==> config.mk <==
export PLATFORM = sky130hd
export DESIGN_NAME = fsm_key_loader
export DESIGN_NICKNAME = d
export VERILOG_FILES = /design/src/rtl/fsm_key_loader.sv
export SDC_FILE = /design/constraint.sdc
export NUM_CORES = 1
export LEC_CHECK = 0
export ABC_AREA = 1
export BUFFER_PORTS_ARGS = -buffer_cell sky130_fd_sc_hd__buf_2
export CAP_MARGIN = 0
export CORE_ASPECT_RATIO = 0.9
export CORE_UTILIZATION = 30
export DETAILED_ROUTE_END_ITERATION = 8
export SLEW_MARGIN = 20
export SYNTH_ARGS = -nofsm -noshare
export SYNTH_HDL_FRONTEND = slang
export SYNTH_SLANG_ARGS = --single-unit
==> constraint.sdc <==
create_clock -name clk -period 2.45 [get_ports clk]
set_clock_uncertainty 0.05 [all_clocks]
set_input_delay 0 -clock clk [delete_from_list [all_inputs] [get_ports clk]]
set_output_delay 0 -clock clk [all_outputs]
set_load 0.05 [all_outputs]
==> src/rtl/fsm_key_loader.sv <==
// Serial key loader for a locked FSM: receives key+tag over valid/ready, checks the
// nibble-fold tag, then releases the controller with the key or counts a failed try.
module fsm_key_loader #(
  parameter int unsigned KEY_WIDTH = 8,
  parameter int unsigned TIMEOUT   = 15,
  parameter int unsigned MAX_TRIES = 3
) (
  input  logic                 clk,
  input  logic                 rst,
  input  logic                 start,
  input  logic                 kin_valid,
  input  logic                 kin_bit,
  input  logic                 kin_last,
  output logic                 kin_ready,
  output logic [KEY_WIDTH-1:0] keyinput,
  output logic                 key_valid,
  output logic                 fsm_hold,
  output logic                 err,
  output logic                 lockout
);

  localparam int unsigned N    = KEY_WIDTH + 4;
  localparam int unsigned BW   = $clog2(N + 1);
  localparam int unsigned NIBS = KEY_WIDTH / 4;

  typedef enum logic [2:0] {IDLE, LOAD, CHECK, ARMED, FAIL, LOCKOUT} state_t;

  state_t         state, state_nx;
  logic [N-1:0]   shreg, shreg_nx;
  logic [BW-1:0]  beat, beat_nx;
  logic [7:0]     idle, idle_nx;
  logic [2:0]     fails, fails_nx;
  logic [3:0]     fold;
  logic           to_fail;

  always_ff @(posedge clk or negedge rst) begin
    if (!rst) begin
      state <= IDLE;
      shreg <= '0;
      beat  <= '0;
      idle  <= '0;
      fails <= '0;
    end else begin
      state <= state_nx;
      shreg <= shreg_nx;
      beat  <= beat_nx;
      idle  <= idle_nx;
      fails <= fails_nx;
    end
  end

  always_comb begin
    fold = '0;
    for (int unsigned i = 0; i < NIBS; i++) fold = fold ^ shreg[i*4 +: 4];
  end

  always_comb begin
    state_nx = state;
    shreg_nx = shreg;
    beat_nx  = beat;
    idle_nx  = idle;
    fails_nx = fails;
    to_fail  = 1'b0;
    case (state)
      IDLE: begin
        if (start) begin
          state_nx = LOAD;
          shreg_nx = '0;
          beat_nx  = '0;
          idle_nx  = '0;
        end
      end
      LOAD: begin
        if (kin_valid) begin
          for (int unsigned i = 0; i < N; i++)
            if (beat == BW'(i)) shreg_nx[i] = kin_bit;
          beat_nx = beat + BW'(1);
          idle_nx = '0;
          if (beat == BW'(N - 1)) begin
            if (kin_last) state_nx = CHECK;
            else          to_fail  = 1'b1;
          end else if (kin_last) begin
            to_fail = 1'b1;
          end
        end else begin
          idle_nx = idle + 8'd1;
          if (idle_nx == 8'(TIMEOUT)) to_fail = 1'b1;
        end
      end
      CHECK: begin
        if (shreg[N-1:KEY_WIDTH] == fold) state_nx = ARMED;
        else                              to_fail  = 1'b1;
      end
      ARMED: state_nx = ARMED;
      FAIL: begin
        shreg_nx = '0;
        if (fails == 3'(MAX_TRIES)) begin
          state_nx = LOCKOUT;
        end else if (start) begin
          state_nx = LOAD;
          beat_nx  = '0;
          idle_nx  = '0;
        end
      end
      LOCKOUT: state_nx = LOCKOUT;
      default: state_nx = IDLE;
    endcase
    // Every path into FAIL shares the try count and key zeroization here.
    if (to_fail) begin
      state_nx = FAIL;
      shreg_nx = '0;
      fails_nx = (fails == 3'(MAX_TRIES)) ? fails : fails + 3'd1;
    end
  end

  always_comb begin
    kin_ready = (state == LOAD);
    key_valid = (state == ARMED);
    fsm_hold  = (state != ARMED);
    err       = (state == FAIL) || (state == LOCKOUT);
    lockout   = (state == LOCKOUT);
    keyinput  = (state == ARMED) ? shreg[KEY_WIDTH-1:0] : '0;
  end

endmodule

==> impl_metrics.xml <==
<?xml version="1.0" encoding="UTF-8"?>
<metrics>
  <group name="worst_setup_path">
    <metric name="setup.worst_path.class" unit="">reg -&gt; reg</metric>
    <metric name="crit_path_top_delay_cell" unit="">sky130_fd_sc_hd__dfrtp_1</metric>
    <metric name="timing.critical_path.to_type" unit="">flip-flop</metric>
    <metric name="cp_data_arrival_time" unit="ps">2320</metric>
    <metric name="crit_path_cell_trace" unit="">ha_1 &gt; nand3_1 &gt; nor2_1 &gt; nand2_1 &gt; nand2_1 &gt; nor2_1 &gt; nand3_1 &gt; nand2_1 &gt; nand2_1 &gt; nand2_2 &gt; nor2_2 &gt; nand3_1 &gt; nand2_1</metric>
    <metric name="max_stage_delay" unit="ps">430</metric>
    <metric name="kind_of_start_point_of_the_critical_path" unit="">flip-flop</metric>
    <metric name="required" unit="ps">2620</metric>
    <metric name="path_max_fanout" unit="">12</metric>
    <metric name="critical-path-top-cell-by-count" unit="">sky130_fd_sc_hd__nand2_1</metric>
  </group>
  <group name="floorplan">
    <metric name="die-width" unit="µm">87.38</metric>
    <metric name="fp.coreArea" unit="µm²">6216</metric>
    <metric name="start_util" unit="">0.3166</metric>
    <metric name="placement_rows" unit="">27</metric>
    <metric name="ioPinCount" unit="">19</metric>
    <metric name="fp.dieArea" unit="µm²">6889</metric>
    <metric name="die_h" unit="µm">78.84</metric>
  </group>
  <group name="placed_design">
    <metric name="port_buffers" unit="">18</metric>
    <metric name="place.gp.congestion" unit="">0.8115</metric>
    <metric name="detailed_place_hpwl" unit="µm">3100</metric>
    <metric name="dpl_worst_slack" unit="ps">304.6</metric>
    <metric name="dpl_cell_area" unit="µm²">2173</metric>
  </group>
  <group name="power">
    <metric name="max-vdd-ir-drop" unit="mV">0.3567</metric>
    <metric name="leakage" unit="nW">1.128</metric>
    <metric name="pwr_cell_area" unit="nW/µm²">1255</metric>
  </group>
  <group name="logic_synthesis">
    <metric name="primary_ff_master_synth" unit="">sky130_fd_sc_hd__dfrtp_1</metric>
    <metric name="netlist_top_cells_area" unit="">sky130_fd_sc_hd__dfrtp_1 38%, sky130_fd_sc_hd__nand2_1 17%, sky130_fd_sc_hd__nand3_1 6.9%, sky130_fd_sc_hd__inv_1 5.5%, sky130_fd_sc_hd__ha_1 5.1%</metric>
    <metric name="synth_seq_cells" unit="">30</metric>
    <metric name="async_reset_ff_frac" unit="">1.000</metric>
    <metric name="avg_cell_area_syn" unit="µm²">7.131</metric>
    <metric name="yosys.cell_types.count" unit="">30</metric>
    <metric name="mappedNetlistArea" unit="µm²">1968</metric>
    <metric name="cell_type_with_the_highest_aggregate_area_in_the_netlist" unit="">sky130_fd_sc_hd__dfrtp_1</metric>
    <metric name="yosys_warnings" unit="">0</metric>
    <metric name="synth.yosys.seq_area_share" unit="">0.3814</metric>
    <metric name="post_synth_inst_count" unit="">276</metric>
    <metric name="synthesis.nets" unit="">290</metric>
    <metric name="synth_edf_count" unit="">0</metric>
    <metric name="yosysTopAreaCellShare" unit="">0.3814</metric>
  </group>
  <group name="detailed_routing">
    <metric name="drtAntennaViolNets" unit="">0</metric>
    <metric name="routed-via-count" unit="">1771</metric>
    <metric name="via_per_inst" unit="">4.588</metric>
    <metric name="route.detailed.wl_per_inst" unit="µm">10.84</metric>
    <metric name="drt-total-wl" unit="µm">4184</metric>
    <metric name="drt-initial-drc-count" unit="">83</metric>
    <metric name="drt-pass1-iter-count" unit="">4</metric>
    <metric name="drc_errors" unit="">0</metric>
  </group>
  <group name="timing">
    <metric name="finalWorstSetupSlack" unit="ps">299.4</metric>
    <metric name="slew_headroom" unit="">0.5358</metric>
    <metric name="hold_violations" unit="">0</metric>
    <metric name="layout_min_cycle_time" unit="ps">2151</metric>
    <metric name="setup_viol" unit="">0</metric>
    <metric name="worst_slew_pin_slew" unit="ps">696.4</metric>
    <metric name="hold_ws" unit="ps">12.91</metric>
    <metric name="setup_total_negative_slack" unit="ps">0</metric>
    <metric name="setup_repair_after_global_routing_missed_its_margin" unit="">false</metric>
    <metric name="post-route-period-util" unit="">0.8778</metric>
    <metric name="slew_viol_final" unit="">0</metric>
    <metric name="fmax" unit="MHz">465.0</metric>
  </group>
  <group name="clock_network">
    <metric name="tritoncts.num_buffers" unit="">5</metric>
    <metric name="htree_num_levels" unit="">2</metric>
    <metric name="cts.sink_count" unit="">30</metric>
    <metric name="clock_latency_on_the_worst_skew_pair" unit="ps">290</metric>
    <metric name="clock_transition_at_the_registers_of_the_reported_paths" unit="ps">60</metric>
    <metric name="tritoncts" unit="">done</metric>
    <metric name="cts-root-buf" unit="">sky130_fd_sc_hd__clkbuf_8</metric>
    <metric name="cts_setup_buffers" unit="">0</metric>
    <metric name="max-clock-path-buffers" unit="">2</metric>
  </group>
  <group name="final_layout">
    <metric name="num-fill-cells" unit="">676</metric>
    <metric name="final_area" unit="µm²">2293</metric>
    <metric name="layout.nets" unit="">312</metric>
    <metric name="area_growth_syn_to_layout" unit="%">16.53</metric>
    <metric name="drive_above_1_share" unit="">0.1672</metric>
    <metric name="number_of_antenna_cells_inserted" unit="">0</metric>
    <metric name="final_core_util" unit="">0.3690</metric>
  </group>
  <group name="global_routing">
    <metric name="grt_antenna_before_repair" unit="">0</metric>
    <metric name="grt.total_usage" unit="">0.1391</metric>
    <metric name="grt_pass1_vias" unit="">1625</metric>
    <metric name="grt_max_degree" unit="">31</metric>
    <metric name="grt_remaining_overflow" unit="">0</metric>
    <metric name="grt_first_pass_wirelength" unit="µm">7417</metric>
  </group>
  <group name="min_path">
    <metric name="worst_hold_path_type" unit="">in -&gt; reg</metric>
  </group>
  <group name="run_status">
    <metric name="outcome" unit="">finished, final reports clean</metric>
  </group>
  <group name="run">
    <metric name="max_cap_viol_count" unit="">0</metric>
  </group>
</metrics>
-- through the flow --
stage          power [mW]  cells
5_1_grt             3.185    386
2_1_floorplan       2.133    276
3_5_place_dp        2.425    377
3_3_place_gp        2.402    377
4_1_cts             2.913    386
6_report            2.879    386
-- cells in the mapped netlist, types with 2 or more instances --
library cell	count
sky130_fd_sc_hd__ha_1	8
sky130_fd_sc_hd__nand3b_1	2
sky130_fd_sc_hd__inv_1	29
sky130_fd_sc_hd__nand3_1	27
sky130_fd_sc_hd__dfrtp_1	30
sky130_fd_sc_hd__nor3_1	3
sky130_fd_sc_hd__inv_2	2
sky130_fd_sc_hd__o21ai_0	10
sky130_fd_sc_hd__buf_4	2
sky130_fd_sc_hd__xor2_1	6
sky130_fd_sc_hd__xnor2_1	3
sky130_fd_sc_hd__nand2_1	91
sky130_fd_sc_hd__o21ai_2	2
sky130_fd_sc_hd__nand4_1	12
sky130_fd_sc_hd__buf_2	3
sky130_fd_sc_hd__nor2_1	25
sky130_fd_sc_hd__o21ai_1	4
sky130_fd_sc_hd__a21oi_1	5
-- power breakdown --
group	switching, mW	internal (mW)	leakage (nW)
clock network	0.191	0.283	0.0575
registers	0.155	0.669	0.402
logic	1.08	0.500	0.669
total	1.43	1.45	1.13
-- logic make-up (layout without fill, tap and decap cells) --
group           Yosys count  in the layout  synth area share
simple gates            165            165            0.3732
buf+inv                  40             63           0.08709
flops                    30             30            0.3814
compound gates           24             24           0.06739
xor+xnor                  9              9           0.04005
fa+ha+maj                 8              8           0.05086
-- flip-flops by register name (all words and copies together) (netlist names) --
register / cells
shreg: 12
state: 3
beat: 4
fails: 3
idle: 8
-- metal layers --
layer,vias up,global-route usage,routed length [µm]
li1,932,-,-
met1,805,0.1782,2104
met2,27,0.2242,1869
met3,7,0.03742,142
met4,0,0.04918,68
met5,-,0,0
-- timing repair --
action / in CTS / in global routing
gates resized for setup: 0 / 0
hold endpoints to repair: 30 / 0
hold buffers: 1 / 0
-- layout make-up --
class / count / area (µm²) / share of cell area
Tap cell: 87 / 108.9 / 0.04746
Timing Repair Buffer: 22 / 122.6 / 0.05346
Multi-Input combinational cell: 206 / 1074 / 0.4681
Inverter: 33 / 127.6 / 0.05565
Sequential cell: 30 / 750.7 / 0.3273
Clock buffer: 8 / 110.1 / 0.04801
-- layout by cell type (no fill, tap or decap), types with 10 or more instances in the layout --
cell and instances:
sky130_fd_sc_hd__nand3_1 27, sky130_fd_sc_hd__buf_2 18, sky130_fd_sc_hd__nand4_1 12, sky130_fd_sc_hd__dfrtp_1 30, sky130_fd_sc_hd__inv_1 29, sky130_fd_sc_hd__o21ai_0 10
sky130_fd_sc_hd__nor2_2 10, sky130_fd_sc_hd__nand2_1 91, sky130_fd_sc_hd__nor2_1 16
-- worst max-delay path, delay by kind of cell (launching register included) --
kind	cells	cell delay, ps
adder cells (fa/ha/maj)	1	210
AND/OR/NAND/NOR	12	1400
flip-flops	1	430
-- path summary, 6_finish.rpt --
kind                       startpoint        to  slack (ps)  depth (start not counted)
max                           idle[0]  shreg[5]         300                         13
max reg2reg                   idle[0]  shreg[5]         300                         13
min in group asynchronous         rst   beat[1]         240                          2
max in group asynchronous         rst  shreg[5]        1660                          2
min                             start  state[2]          10                          4
min reg2reg                  fails[1]  fails[1]         430                          2
No activity file was read; power rests on OpenSTA's default activity.
